### src/rtl/sha256_block_padder.sv
// sha256_block_padder: buffers a 1..55 byte message and streams one SHA-256 padded 64-byte block.
module sha256_block_padder (
  input  logic       clk,
  input  logic       rst,
  input  logic       i_valid,
  input  logic [7:0] i_data,
  input  logic       i_last,
  output logic       o_ready,
  output logic       o_valid,
  output logic [7:0] o_data,
  output logic       o_first,
  output logic       o_last,
  output logic       o_err
);
  localparam int MAX_LEN = 55;
  typedef enum logic [1:0] {ACCEPT, EMIT, DROP} state_t;
  state_t state, state_nx;
  logic [5:0] len, cnt;
  logic [7:0] mem [0:MAX_LEN-1];
  logic       err, xfer, full;
  logic [7:0] pad_byte;
  assign xfer = i_valid && o_ready;
  assign full = len == 6'(MAX_LEN);
  always_ff @(posedge clk or posedge rst)
    if (rst) state <= ACCEPT;
    else     state <= state_nx;
  always_comb begin
    state_nx = state;
    case (state)
      ACCEPT: state_nx = !xfer ? ACCEPT : full ? (i_last ? ACCEPT : DROP) : (i_last ? EMIT : ACCEPT);
      EMIT:   state_nx = cnt == 6'd63 ? ACCEPT : EMIT;
      DROP:   state_nx = xfer && i_last ? ACCEPT : DROP;
      default: state_nx = ACCEPT;
    endcase
  end
  always_ff @(posedge clk or posedge rst)
    if (rst) begin
      len <= '0;
      cnt <= '0;
      err <= 1'b0;
    end else begin
      err <= state == ACCEPT && xfer && full;
      if (state == ACCEPT && xfer) len <= full ? 6'd0 : len + 6'd1;
      if (state == EMIT) begin
        cnt <= cnt + 6'd1;
        if (cnt == 6'd63) len <= '0;
      end
    end
  // Message storage carries no reset; only bytes below len are ever read.
  always_ff @(posedge clk)
    if (state == ACCEPT && xfer && !full) mem[len] <= i_data;
  // Bit length L*8 <= 440: byte 62 holds bit 8 (L[5]), byte 63 holds L[4:0]<<3.
  always_comb begin
    pad_byte = cnt < len ? mem[cnt] : cnt == len ? 8'h80 : cnt == 6'd62 ? {7'b0, len[5]} :
               cnt == 6'd63 ? {len[4:0], 3'b0} : 8'h00;
    o_ready  = state != EMIT;
    o_valid  = state == EMIT;
    o_data   = o_valid ? pad_byte : 8'h00;
    o_first  = o_valid && cnt == 6'd0;
    o_last   = o_valid && cnt == 6'd63;
    o_err    = err;
  end
endmodule

### config.mk
export PLATFORM = sky130hd
export DESIGN_NAME = sha256_block_padder
export DESIGN_NICKNAME = d
export VERILOG_FILES = /design/src/rtl/sha256_block_padder.sv
export SDC_FILE = /design/constraint.sdc
export NUM_CORES = 1
export LEC_CHECK = 0
export BUFFER_PORTS_ARGS = -buffer_cell sky130_fd_sc_hd__buf_4
export CAP_MARGIN = 15
export CORE_MARGIN = 10
export CORE_UTILIZATION = 50
export CTS_CLUSTER_DIAMETER = 100
export DETAILED_ROUTE_END_ITERATION = 8
export PLACE_DENSITY = 0.66
export SLEW_MARGIN = 10
export SYNTH_ARGS = -nofsm -noshare
export SYNTH_HDL_FRONTEND = slang
export SYNTH_SLANG_ARGS = --single-unit
export TNS_END_PERCENT = 50
### constraint.sdc
create_clock -name clk -period 5.7 [get_ports clk]
set_input_delay 0.285 -clock clk [delete_from_list [all_inputs] [get_ports clk]]
set_output_delay 0.285 -clock clk [all_outputs]
set_load 0.02 [all_outputs]
# ---- Yosys cells after proc, flatten, opt, wreduce, memory -nomap -nowiden
# Memory sizes are Yosys's and may differ from the RTL's.
# Index checks and enable logic that the tools add are counted.
dict set report totals {
  reg_bits 15
  ramBits 440
  in_bits 12
  out_inout_bits 13
  elab_cells 43
  memories 1
}
dict set report classes {
  n_addsub 2
  n_lt_le_gt_ge 1
  n_eq_ne 7
  n_mux 18
  reduce_logical 10
}
# name words word_bits read_ports rd_ports_with_merged_regs write_ports line_no
set mem_list {}
lappend mem_list {mem 55 8 1 0 1 19} ;# logic [7:0] mem [0:MAX_LEN-1];
# operator count
set op_table {}
lappend op_table {{8-bit 2-to-1 mux} 5}
lappend op_table {{6-bit 2-to-1 mux} 4}
lappend op_table {{6-bit equality test, second input constant} 3}
lappend op_table {{6-bit by 1-bit adder with 6-bit output, second input constant} 2}
lappend op_table {{2-bit 2-to-1 mux} 4}
lappend op_table {{1-bit logical AND} 7}
lappend op_table {{6-bit equality test} 1}
lappend op_table {{6-bit zero test} 1}
lappend op_table {{6-bit < comparator} 1}
lappend op_table {{2-bit one-hot mux with 3 select lines} 1}
lappend op_table {{1-bit 2-to-1 mux} 4}
lappend op_table {{2-bit by 1-bit equality test with 1-bit output, second input constant} 1}
lappend op_table {{2-bit equality test, second input constant} 1}
lappend op_table {{2-bit zero test} 1}
lappend op_table {{2-bit by 1-bit != test with 1-bit output, second input constant} 1}
lappend op_table {{1-bit zero test} 1}

# ---- Logic depth before layout (Yosys ltp)
# Gate-level depths: netlist of run 1.
dict set report logic_depth {
  word_depth 6
  ltp_mapped 10
}

# ---- Least setup slack after synthesis of run 1
# No wires, ideal clock.
dict set report synth_timing {
  path_kind {register to output}
  from {reg cnt[0]}
  to {out o_data[2]}
  arrival_ns 2.487
  slack_ns 2.928
  stages_incl_launch_ff 11
  n_path_buf 3
  cell_sequence {dfrtp_1 > buf_6 > buf_8 > buf_4 > inv_1 > ha_1 > nand2b_1 > a21oi_1 > nor3_2 > nand2_1 > a311oi_1}
}
dict set report synth_between {
  elab_chain_len 5
  word_cells_on_any_way 8
  cone_classes {1 x order compare; 2 x eq/ne; 4 x mux; 1 x memory}
}
# element line_no
set synth_rtl {}
lappend synth_rtl {{start, declared} 18} ;# logic [5:0] len, cnt;
lappend synth_rtl {{start signal, assigned} 45} ;# cnt <= cnt + 6'd1;
lappend synth_rtl {{branches (longest 3 deep; another with memory 55 x 8 bit)} -}
lappend synth_rtl {{8-bit 2-to-1 mux (*)} 54} ;# pad_byte = cnt < len ? mem[cnt] : cnt == len ? 8'h80 : cnt == 6'd62 ? {7'b0, len[5]} :
lappend synth_rtl {{8-bit 2-to-1 mux (*)} 58} ;# o_data = o_valid ? pad_byte : 8'h00;
lappend synth_rtl {{end, declared} 10} ;# output logic [7:0] o_data,
# Mark *: on every way between the ends.

# ---- Final worst setup path of run 1
dict set report layout_timing {
  from {reg cnt[0]}
  to {out o_data[4]}
}
dict set report layout_between {
  elab_chain_len 6
  word_cells_on_any_way 10
  cone_classes {1 x order compare; 3 x eq/ne; 5 x mux; 1 x memory}
}
# element line_no
set layout_rtl {}
lappend layout_rtl {{branches (longest 4 deep; another with memory 55 x 8 bit)} -}
lappend layout_rtl {{8-bit 2-to-1 mux (*)} 54}
lappend layout_rtl {{8-bit 2-to-1 mux (*)} 58}
# Marked as above.

==> summary.txt, run 1 <==
Critical path
  • Reg2reg setup slack: 3.07 ns
  • Critical path class: flip-flop to output pin
  • Reg2reg path depth: 5
  • Crit. End Element: output pin
  • CP startpoint kind: flip-flop
  • FF-to-FF Start: len[0]
  • Critical path arrival: around 3.8 ns
  • Worst-path maximum fanout: 75
  • CP required: around 5.4 ns
  • R2R Path End: mem[51][4]

STA
  • Final worst slack: 1.668 ns
  • Setup TNS: 0 ns
  • Tmin final: 4.032 ns
  • Slew Viols, Final: 0
  • Clock Skew: 0.01296 ns
  • Period Utilization, post-route: 70.74%
  • Slew HR: 25.35%
  • Hold Vio Cnt, Final: 0
  • Worst Max-Slew Pin Slew: 1.116 ns
  • Setup violators final: 0
  • Max Fclk: approximately 250 MHz
  • RSZ-0062 raised after global routing: false

Yosys
  • Post-synth EDFFs: 440
  • Synthesized flop and latch total: 455
  • Top FF cell, synth: edfxtp_1
  • Synth Cell Area: between 15000 and 20000 µm²
  • Post-synthesis sequential area ratio: between 70% and 80%
  • Synth cell types: 55
  • Mapped Nets: 999
  • Synth warnings: 0
  • Asr flop ratio synth: 3.297%
  • Largest family of logic cells by synthesized area: multiplexers
  • Compound-Gate Fraction of Synth Area: between 5 and 6%
  • Post-Synth Simple-Gate Area: 4.112%
  • Post-synthesis mux area share: 12.92%
  • Post-Synth XOR/XNOR Area: 0.3838%
  • Synthesized instance count: 977
  • Synth Area in Adders: 0.6853%
  • Mapped Avg Cell Area: approximately 19 µm²

Detailed routing
  • DRT Pass-1 Iters: 7
  • WL per Instance: 27.76 µm
  • Max layer used: met4
  • Routed wire length on met2: 19310 µm
  • WL final: around 42000 µm
  • Final ANT Viol Nets: 0
  • Met1 WL: 17540 µm
  • DR vias: about 9300
  • Initial drt markers: 981
  • Vias per cell: a little over 6
  • DRC: 0
  • DR WL met3: 3854 µm

Pwr
  • Power, Total: 0.009573 W
  • Maximum vdd drop: 0.3352 mV
  • Pwr per Cell Area: 474.6 nW/µm²
  • Static leakage: ~6.5 nW

Clocking
  • CTS max path bufs: 3
  • Clk_lat worst skew: 0.56 ns
  • Postcts setup bufs: 0
  • H-Tree Depth: 2
  • Clk sinks: 455
  • CTS Buf Count: 47
  • TritonCTS clock tree: done
  • Root buffer cell: clkbuf_16
  • Reg clk slew, reported paths: 0.06 ns

Global route
  • First-pass GRT wire length: 62420 µm
  • Initial antenna violation count: 0
  • Largest net degree at the start of global routing: 76
  • GRT overflow: 0
  • GRT Total Usage: 18.89%
  • Vias in the first global route: 9358

Flow run
  • Max_cap viols: 0

Hold path
  • Hold Path Sink: state[0]
  • Worst Hold Path Cells: 3
  • HP Start: i_valid
  • Worst Hold Class: primary input to flip-flop

Cells and area
  • Proportion of layout cells with a drive suffix above 1: between 15 and 20%
  • Post-layout net count: roughly 1000
  • # diodes: 0
  • Fill cell count: 2654
  • Area Growth Syn to Fin: 10.47%
  • Post-Layout Inst Area: 20170 µm²

Run status
  • Status: completed

Placement
  • Final HPWL DP: 25600 µm
  • DP Worst Slack: ~2.2 ns
  • Area post-placement: approximately 19000 µm²
  • PortBufs: 24
  • Gpl congestion: 0.8719

Floorplanning
  • Row cnt: 69
  • Initial core utilization: 50.96%
  • Die area: 44560 µm²
  • Die height: 211.1 µm
  • Area of the core: 35830 µm²
  • Die width: 211.1 µm
  • IO Count: 25
kinds of logic after synthesis:
| logic type | Yosys count |
|---|---|
| AOI/OAI and AO/OA | 131 |
| xor gates and xnor gates | 8 |
| adders and majority gates | 10 |
| buffers and inverters | 65 |
| DFF | 455 |
| muxes | 141 |
| and+or+nand+nor | 167 |
worst max-delay path, cell delays in order (launching register included):
cell,delay (ns)
dfrtp_4,0.92
buf_12,0.51
ha_1,0.31
nand2_1,0.15
nor4_1,0.66
nand2_1,0.15
a32oi_1,0.27
buf_4,0.20
synth_stat cells, types with 9 or more instances:
cell        n  share of area [%]
edfxtp_1  440                 72
nor2_1     76                1.6
mux4_2     68                8.4
mux2i_1    56                3.1
nand2_1    41               0.84
o21ai_0    23               0.63
a22oi_1    21               0.86
clkbuf_1   20               0.41
dfrtp_1    15                2.1
a22o_1     13               0.62
o22ai_1    13               0.45
a211oi_1   12               0.49
buf_2      12               0.33
mux2_2     12               0.74
inv_1      11               0.23
a21oi_1    10               0.27
buf_6      10               0.62
ha_1       10               0.69
nand3_1    10               0.27
nor2b_1     9               0.31
per-stage QoR:
step / cells / util, % / hold slack [ns]
floorplan: 977 / - / 0.1865
global placement: 1417 / 52.25 / 0.3893
detailed placement: 1417 / 52.25 / 0.4053
CTS: 1505 / 56.27 / 0.1178
global route: 1506 / 56.29 / 0.1316
finish: 1506 / 56.29 / 0.1372
cell type report:
| cell class | instances | area, µm² | share of cell area (%) |
|---|---|---|---|
| Clock buffer | 52 | 1195 | 5.924 |
| Clock inverter | 33 | 217.7 | 1.079 |
| Inverter | 11 | 41.29 | 0.2047 |
| Multi-Input combinational cell | 457 | 4247 | 21.05 |
| Sequential cell | 455 | 13590 | 67.40 |
| Tap cell | 461 | 576.8 | 2.860 |
| Timing Repair Buffer | 37 | 297.8 | 1.476 |
per-layer routing:
layer / up-vias / track usage (%)
met4: 0 / 6.244
met5: - / 0
met1: 4815 / 26.25
met3: 69 / 5.579
met2: 409 / 28.09
li1: 4031 / -
report_power, final:
part           switching (W)  internal (W)  total (W)
registers           0.000204       0.00371    0.00392
clock network        0.00124       0.00160    0.00284
logic                0.00168       0.00113    0.00282
registers in the layout, summed over array words and instances, names as in the netlist:
signal	flops
mem	440
cnt	6
len	6
state	2
o_err	1
cells in the final DEF (no fill, tap or decap), types with 11 or more instances in the layout:
master / synthesis / routed
a211oi_1: 12 / 12
a22o_1: 13 / 13
a22oi_1: 21 / 21
buf_4: 5 / 33
clkbuf_16: 0 / 47
clkinv_1: 0 / 16
dfrtp_1: 15 / 12
edfxtp_1: 440 / 440
inv_1: 11 / 11
mux2_2: 12 / 12
mux2i_1: 56 / 56
mux4_2: 68 / 68
nand2_1: 41 / 41
nor2_1: 76 / 76
o21ai_0: 23 / 23
o22ai_1: 13 / 13
timing repair:
| action | 4_1_cts | 5_1_grt |
|---|---|---|
| endpoints found under the hold margin | 16 | 0 |
| hold buffers | 3 | 0 |
| resized for setup | 0 | 0 |
worst max-delay path by stage:
stage / start / to / slack (ns) / cells after the start
after floorplan: cnt[0] / o_data[2] / 2.93 / 10
after global placement: cnt[0] / o_data[2] / 2.10 / 7
after detailed placement: cnt[0] / o_data[2] / 2.15 / 7
after CTS: cnt[0] / o_data[2] / 1.56 / 7
after global routing: cnt[0] / o_data[4] / 1.34 / 7
final: cnt[0] / o_data[4] / 1.67 / 7
Note: power is estimated with default switching activity, not from simulation.
==> run 2: changes to the inputs <==
PLACE_DENSITY = 0.68   (was 0.66)
clock period = 3.5 ns   (was 5.7 ns; I/O delays follow)
==> run 2 against run 1 <==
Global-route usage rose by 0.092 points. Utilization increased by 0.81 points. Total power increased by 66%. Critical endpoint is now o_data[1].
==> summary.txt, run 2 (synthesis results as in run 1) <==
Detailed routing
  • WL final: 41990 µm
  • DRC: 0
  • Max layer used: met4
  • DR WL met3: roughly 3700 µm
  • WL per Instance: 27.43 µm
  • DRT Pass-1 Iters: 5
  • Vias per cell: 6.230
  • Final ANT Viol Nets: 0
  • Initial drt markers: 1026
  • Met1 WL: roughly 17000 µm
  • Routed wire length on met2: approximately 20000 µm
  • DR vias: 9538

Cells and area
  • Proportion of layout cells with a drive suffix above 1: approximately a fifth
  • Max reg flops: 440
  • Area Growth Syn to Fin: 12.07%
  • Fill cell count: 2619
  • Most frequent cells in the layout: edfxtp_1 (440), nor2_1 (76), mux4_2 (68)
  • Multi-input gate area: 4257 µm²
  • # diodes: 0
  • Biggest register: mem
  • Most common cell after layout, fill and taps aside: edfxtp_1
  • Largest registers: mem x440, cnt x6, len x6
  • Reg area: ~14000 µm²
  • Layout Utilization: 57.11%
  • Post-layout net count: between 1000 and 1500

Critical path
  • Critical path class: flip-flop to output pin
  • Reg2reg path depth: 4
  • Critical path arrival: 3.19 ns
  • Crit. End Element: output pin
  • Worst-path maximum fanout: 21
  • CP startpoint kind: flip-flop
  • CP required: 3.32 ns

Clocking
  • Root buffer cell: clkbuf_16
  • Clk_lat worst skew: 0.56 ns
  • CTS max path bufs: 3
  • CTS Buf Count: 46
  • Reg clk slew, reported paths: 0.06 ns
  • Clk sinks: 455
  • H-Tree Depth: 2
  • TritonCTS clock tree: done

Placement
  • Gpl congestion: roughly 0.91
  • Final HPWL DP: 25740 µm
  • PortBufs: 24

Global route
  • Initial antenna violation count: 0
  • GRT Total Usage: between 10% and 20%
  • Vias in the first global route: 9432
  • Largest net degree at the start of global routing: 56
  • GRT overflow: 0
  • First-pass GRT wire length: 62390 µm

Floorplanning
  • Area of the core: 35830 µm²
  • Die height: about 210 µm
  • Row cnt: 69
  • Die width: 211.1 µm
  • Initial core utilization: between 50% and 60%
  • IO Count: 25
  • Die area: 44560 µm²

Pwr
  • Pwr per Cell Area: 778.7 nW/µm²
  • Static leakage: 6.685 nW
  • Maximum vdd drop: slightly below 0.6 mV

Flow run
  • Max_cap viols: 0

STA
  • Hold Vio Cnt, Final: 0
  • Worst Max-Slew Pin Slew: 0.9204 ns
  • Max Fclk: 297.5 MHz
  • Setup violators final: 0
  • Slew HR: 38.42%
  • Setup TNS: 0 ns
  • Period Utilization, post-route: ~96%
  • Slew Viols, Final: 0
  • RSZ-0062 raised after global routing: false
  • Tmin final: roughly 3.4 ns
  • Clock Skew: 0.01744 ns
  • Min Hold Slack: ~0.13 ns

Run status
  • Status: completed

Hold path
  • Worst Hold Path Cells: 1
  • Worst Hold Class: primary input to flip-flop
-- run 2: changes by cell type in the layout (fill, tap and decap cells not counted), sizes merged --
cell and delta:
buf +29, clkinv -9, clkbuf +7, clkinvlp -3, bufinv +1, dlygate4sd3 +1
inv -1
-- run 2: layout make-up --
| class | instances | share of cell area [%] |
|---|---|---|
| well taps | 461 | 2.819 |
| multi-input cells | 457 | 20.80 |
| clock inverters | 21 | 0.9723 |
| flip-flops and latches | 455 | 66.45 |
| repair buffers | 67 | 2.788 |
| inverters | 11 | 0.2018 |
| clock buffers | 59 | 5.968 |
-- run 2: what timing repair did --
action / CTS / global route
hold buffers: 4 / 0
buffers inserted: 1 / 0
endpoints found under the hold margin: 17 / 0
endpoints found under the setup margin: 1 / 5
resized for setup: 0 / 3
-- run 2: path summary, 6_finish.rpt --
path                       startpoint         end  slack, ns
setup / recovery               cnt[0]   o_data[1]       0.14
hold / removal              i_data[6]  mem[54][6]       0.13
max in group asynchronous         rst      cnt[0]       2.81
setup reg to reg             state[1]  mem[28][0]       0.85
hold reg to reg              state[1]    state[0]       0.53
min in group asynchronous         rst      cnt[3]       0.26
-- run 2: per-stage QoR --
| stage | cell area, µm² | setup slack, ns | std cells | total power [W] |
|---|---|---|---|---|
| floorplan | 18260 | 0.8381 | 977 | 0.009634 |
| CTS | 20450 | 0.08269 | 1531 | 0.01590 |
| global route | 20460 | 0.01020 | 1531 | 0.01645 |
| global placement | 18960 | 0.5946 | 1446 | 0.01119 |
| detailed placement | 18960 | 0.6202 | 1446 | 0.01123 |
| finish | 20460 | 0.1388 | 1531 | 0.01593 |
-- run 2: power by group --
group / switching (W) / internal (W) / total (W)
Combinational: 0.00287 / 0.00205 / 0.00491
Sequential: 0.000306 / 0.00605 / 0.00636
Clock: 0.00198 / 0.00268 / 0.00466
-- run 2: critical path: stages (launching register included) --
cell,delay [ns]
dfrtp_4,0.67
buf_12,0.25
mux4_2,0.51
a22oi_1,0.22
nand2_1,0.18
o311ai_1,0.42
a21oi_1,0.16
buf_4,0.19
-- run 2: layer usage --
| metal | GRT usage [%] | up-vias |
|---|---|---|
| li1 | - | 4090 |
| met2 | 29.37 | 500 |
| met5 | 0 | - |
| met4 | 5.719 | 0 |
| met3 | 3.947 | 80 |
| met1 | 26.70 | 4868 |
==> run 3: changes to the inputs <==
CORE_MARGIN = 3   (was 10)
PLACE_DENSITY = unset   (was 0.68)
PLACE_DENSITY_LB_ADDON = 0.2   (was unset)
==> run 3 against run 2 <==
Clock power fell by 0.9%. Clock-buffer cell count rose by 6. Critical path type unchanged. Global-route usage rose by 2.6 points. Non-clock buffer count fell by 1. Critical path depth did not move. Critical endpoint is now o_data[0]. Largest cell class unchanged. Die area fell by 13%. Final area fell by 0.13%. Setup slack improved by 0.083 ns. Maximum frequency rose by 2.5%. Utilization rose by 0.061 points.
==> summary.txt, run 3 (synthesis results as in run 1) <==
Global route
  • Vias in the first global route: 9481
  • First-pass GRT wire length: 61800 µm
  • GRT Total Usage: 21.61%
  • Largest net degree at the start of global routing: between 70 and 80
  • GRT overflow: 0
  • Initial antenna violation count: 0

Detailed routing
  • Final ANT Viol Nets: 0
  • Vias per cell: 6.077
  • Initial drt markers: 904
  • WL final: 40880 µm
  • WL per Instance: 26.65 µm
  • DR vias: 9322
  • DRT Pass-1 Iters: 7
  • DRC: 0

Critical path
  • Critical path class: flip-flop to output pin
  • Reg2reg setup slack: 0.87 ns
  • CP Buf/Inv Count: 2
  • Reg2reg path depth: 4
  • CP Depth: 7
  • CP startpoint kind: flip-flop
  • R2R Path End: mem[42][3]
  • Slowest stage cell on the critical path: dfrtp_4
  • Critical-path cell list: buf_4 -> mux2i_1 -> o22ai_1 -> a2111oi_2 -> a211o_1 -> a31oi_1 -> buf_4
  • CP startpoint: cnt[0]
  • Worst Setup EP: o_data[0]
  • Worst-path maximum fanout: 21
  • Crit. End Element: output pin
  • Critical path arrival: 3.10 ns
  • Kind of cell adding the most delay to the critical path: compound AO/OA/AOI/OAI gates
  • Most used cell, CP: buf_4
  • CP required: 3.32 ns
  • FF-to-FF Start: state[1]
  • Slowest Stage Delay on Critical Path: 0.65 ns

Cells and area
  • Most common cell after layout, fill and taps aside: edfxtp_1
  • Most frequent cells in the layout: edfxtp_1 (440), nor2_1 (76), mux4_2 (68)
  • Area Growth Syn to Fin: 11.92%
  • Fin cells: 1534
  • Largest registers: mem x440, cnt x6, len x6
  • Biggest register: mem
  • Post-Layout Inst Area: 20430 µm²
  • Max reg flops: 440
  • Post-layout net count: 1059
  • Proportion of layout cells with a drive suffix above 1: 19.94%
  • # diodes: 0

Floorplanning
  • IO Count: 25
  • Die height: 197.1 µm
  • Initial core utilization: 51.08%
  • Die area: 38840 µm²
  • Area of the core: 35740 µm²
  • Die width: 197.1 µm
  • Row cnt: 69

STA
  • Period Utilization, post-route: a little over nine tenths
  • Worst Max-Slew Pin Slew: 0.9740 ns
  • Setup violators final: 0
  • Max Fclk: 305.0 MHz
  • Slew Viols, Final: 0
  • RSZ-0062 raised after global routing: false
  • Hold Vio Cnt, Final: 0
  • Setup TNS: 0 ns
  • Slew HR: 34.83%
  • Clock Skew: approximately 0.013 ns
  • Tmin final: 3.278 ns

Pwr
  • Maximum vdd drop: around 0.53 mV
  • Pwr per Cell Area: 771.8 nW/µm²
  • Static leakage: 6.674 nW

Clocking
  • CTS max path bufs: 3
  • Root buffer cell: clkbuf_16
  • Clk_lat worst skew: between 0.5 and 0.6 ns
  • H-Tree Depth: 2
  • Clk sinks: 455
  • TritonCTS clock tree: done
  • Reg clk slew, reported paths: 0.06 ns
  • CTS Buf Count: 46

Placement
  • Final HPWL DP: about 25000 µm
  • Area post-placement: around 19000 µm²
  • Cells after DPL: 1446
  • PortBufs: 24
  • Gpl congestion: 0.8496

Hold path
  • Worst Hold Class: primary input to flip-flop

Flow run
  • Max_cap viols: 0

Run status
  • Status: completed
run 3: cell count changes in the layout (fill, tap and decap cells not counted), moves of 2 or more:
cell	delta
clkbuf_1	+4
clkinv_8	-2
clkbuf_16	+2
clkinv_2	-2
clkinv_1	+2
run 3: metrics by stage:
| stage | hold WS [ns] | setup WS, ns | utilization [%] | total power [W] |
|---|---|---|---|---|
| 5_1_grt | 0.04240 | 0.09671 | 57.17 | 0.01640 |
| 6_report | 0.05566 | 0.2218 | 57.17 | 0.01577 |
| 3_3_place_gp | 0.2872 | 0.5758 | 53.02 | 0.01115 |
| 4_1_cts | 0.003396 | 0.1561 | 57.15 | 0.01584 |
| 2_1_floorplan | 0.07648 | 0.8381 | - | 0.009634 |
| 3_5_place_dp | 0.2820 | 0.5463 | 53.02 | 0.01117 |
run 3: what timing repair did:
action,CTS,global route
setup buffers,1,0
hold endpoints to repair,17,0
pin swaps,0,0
endpoints found under the setup margin,2,1
hold buffers,3,0
resized for setup,0,1
run 3: worst min-delay path: cells and delay by family:
family	cells	cell delay, ns
AO/OA/AOI/OAI	2	0.24
buffers and inverters	1	0.13
run 3: where the power goes:
group | internal [W] | switching [W]
clock network | 0.00270 | 0.00191
logic | 0.00201 | 0.00291
registers | 0.00605 | 0.000180
run 3: cell type report:
cell class	count	area [µm²]
fillers	2709	15310
flip-flops and latches	455	13590
multi-input cells	457	4253
clock buffers	65	1286
well taps	461	576.8
repair buffers	66	540.5
clock inverters	19	141.4
inverters	11	41.29
run 3: how the worst min path moves through the flow:
stage,end,cells past startpoint,slack [ns],from
after detailed placement,state[1],2,0.28,rst
after global routing,state[0],3,0.04,i_valid
after CTS,state[0],3,0.003,i_valid
final,state[0],3,0.06,i_valid
after global placement,state[0],2,0.29,rst
after floorplan,cnt[0],1,0.08,rst
run 3: per-layer routing:
layer  GRT usage (%)  up-vias  share of wire (%)
li1                -     4090                  -
met1           32.31     4811                 43
met2           32.51      336                 46
met3           3.752       85                6.7
met4           7.999        0                3.8
met5               0        -                  0
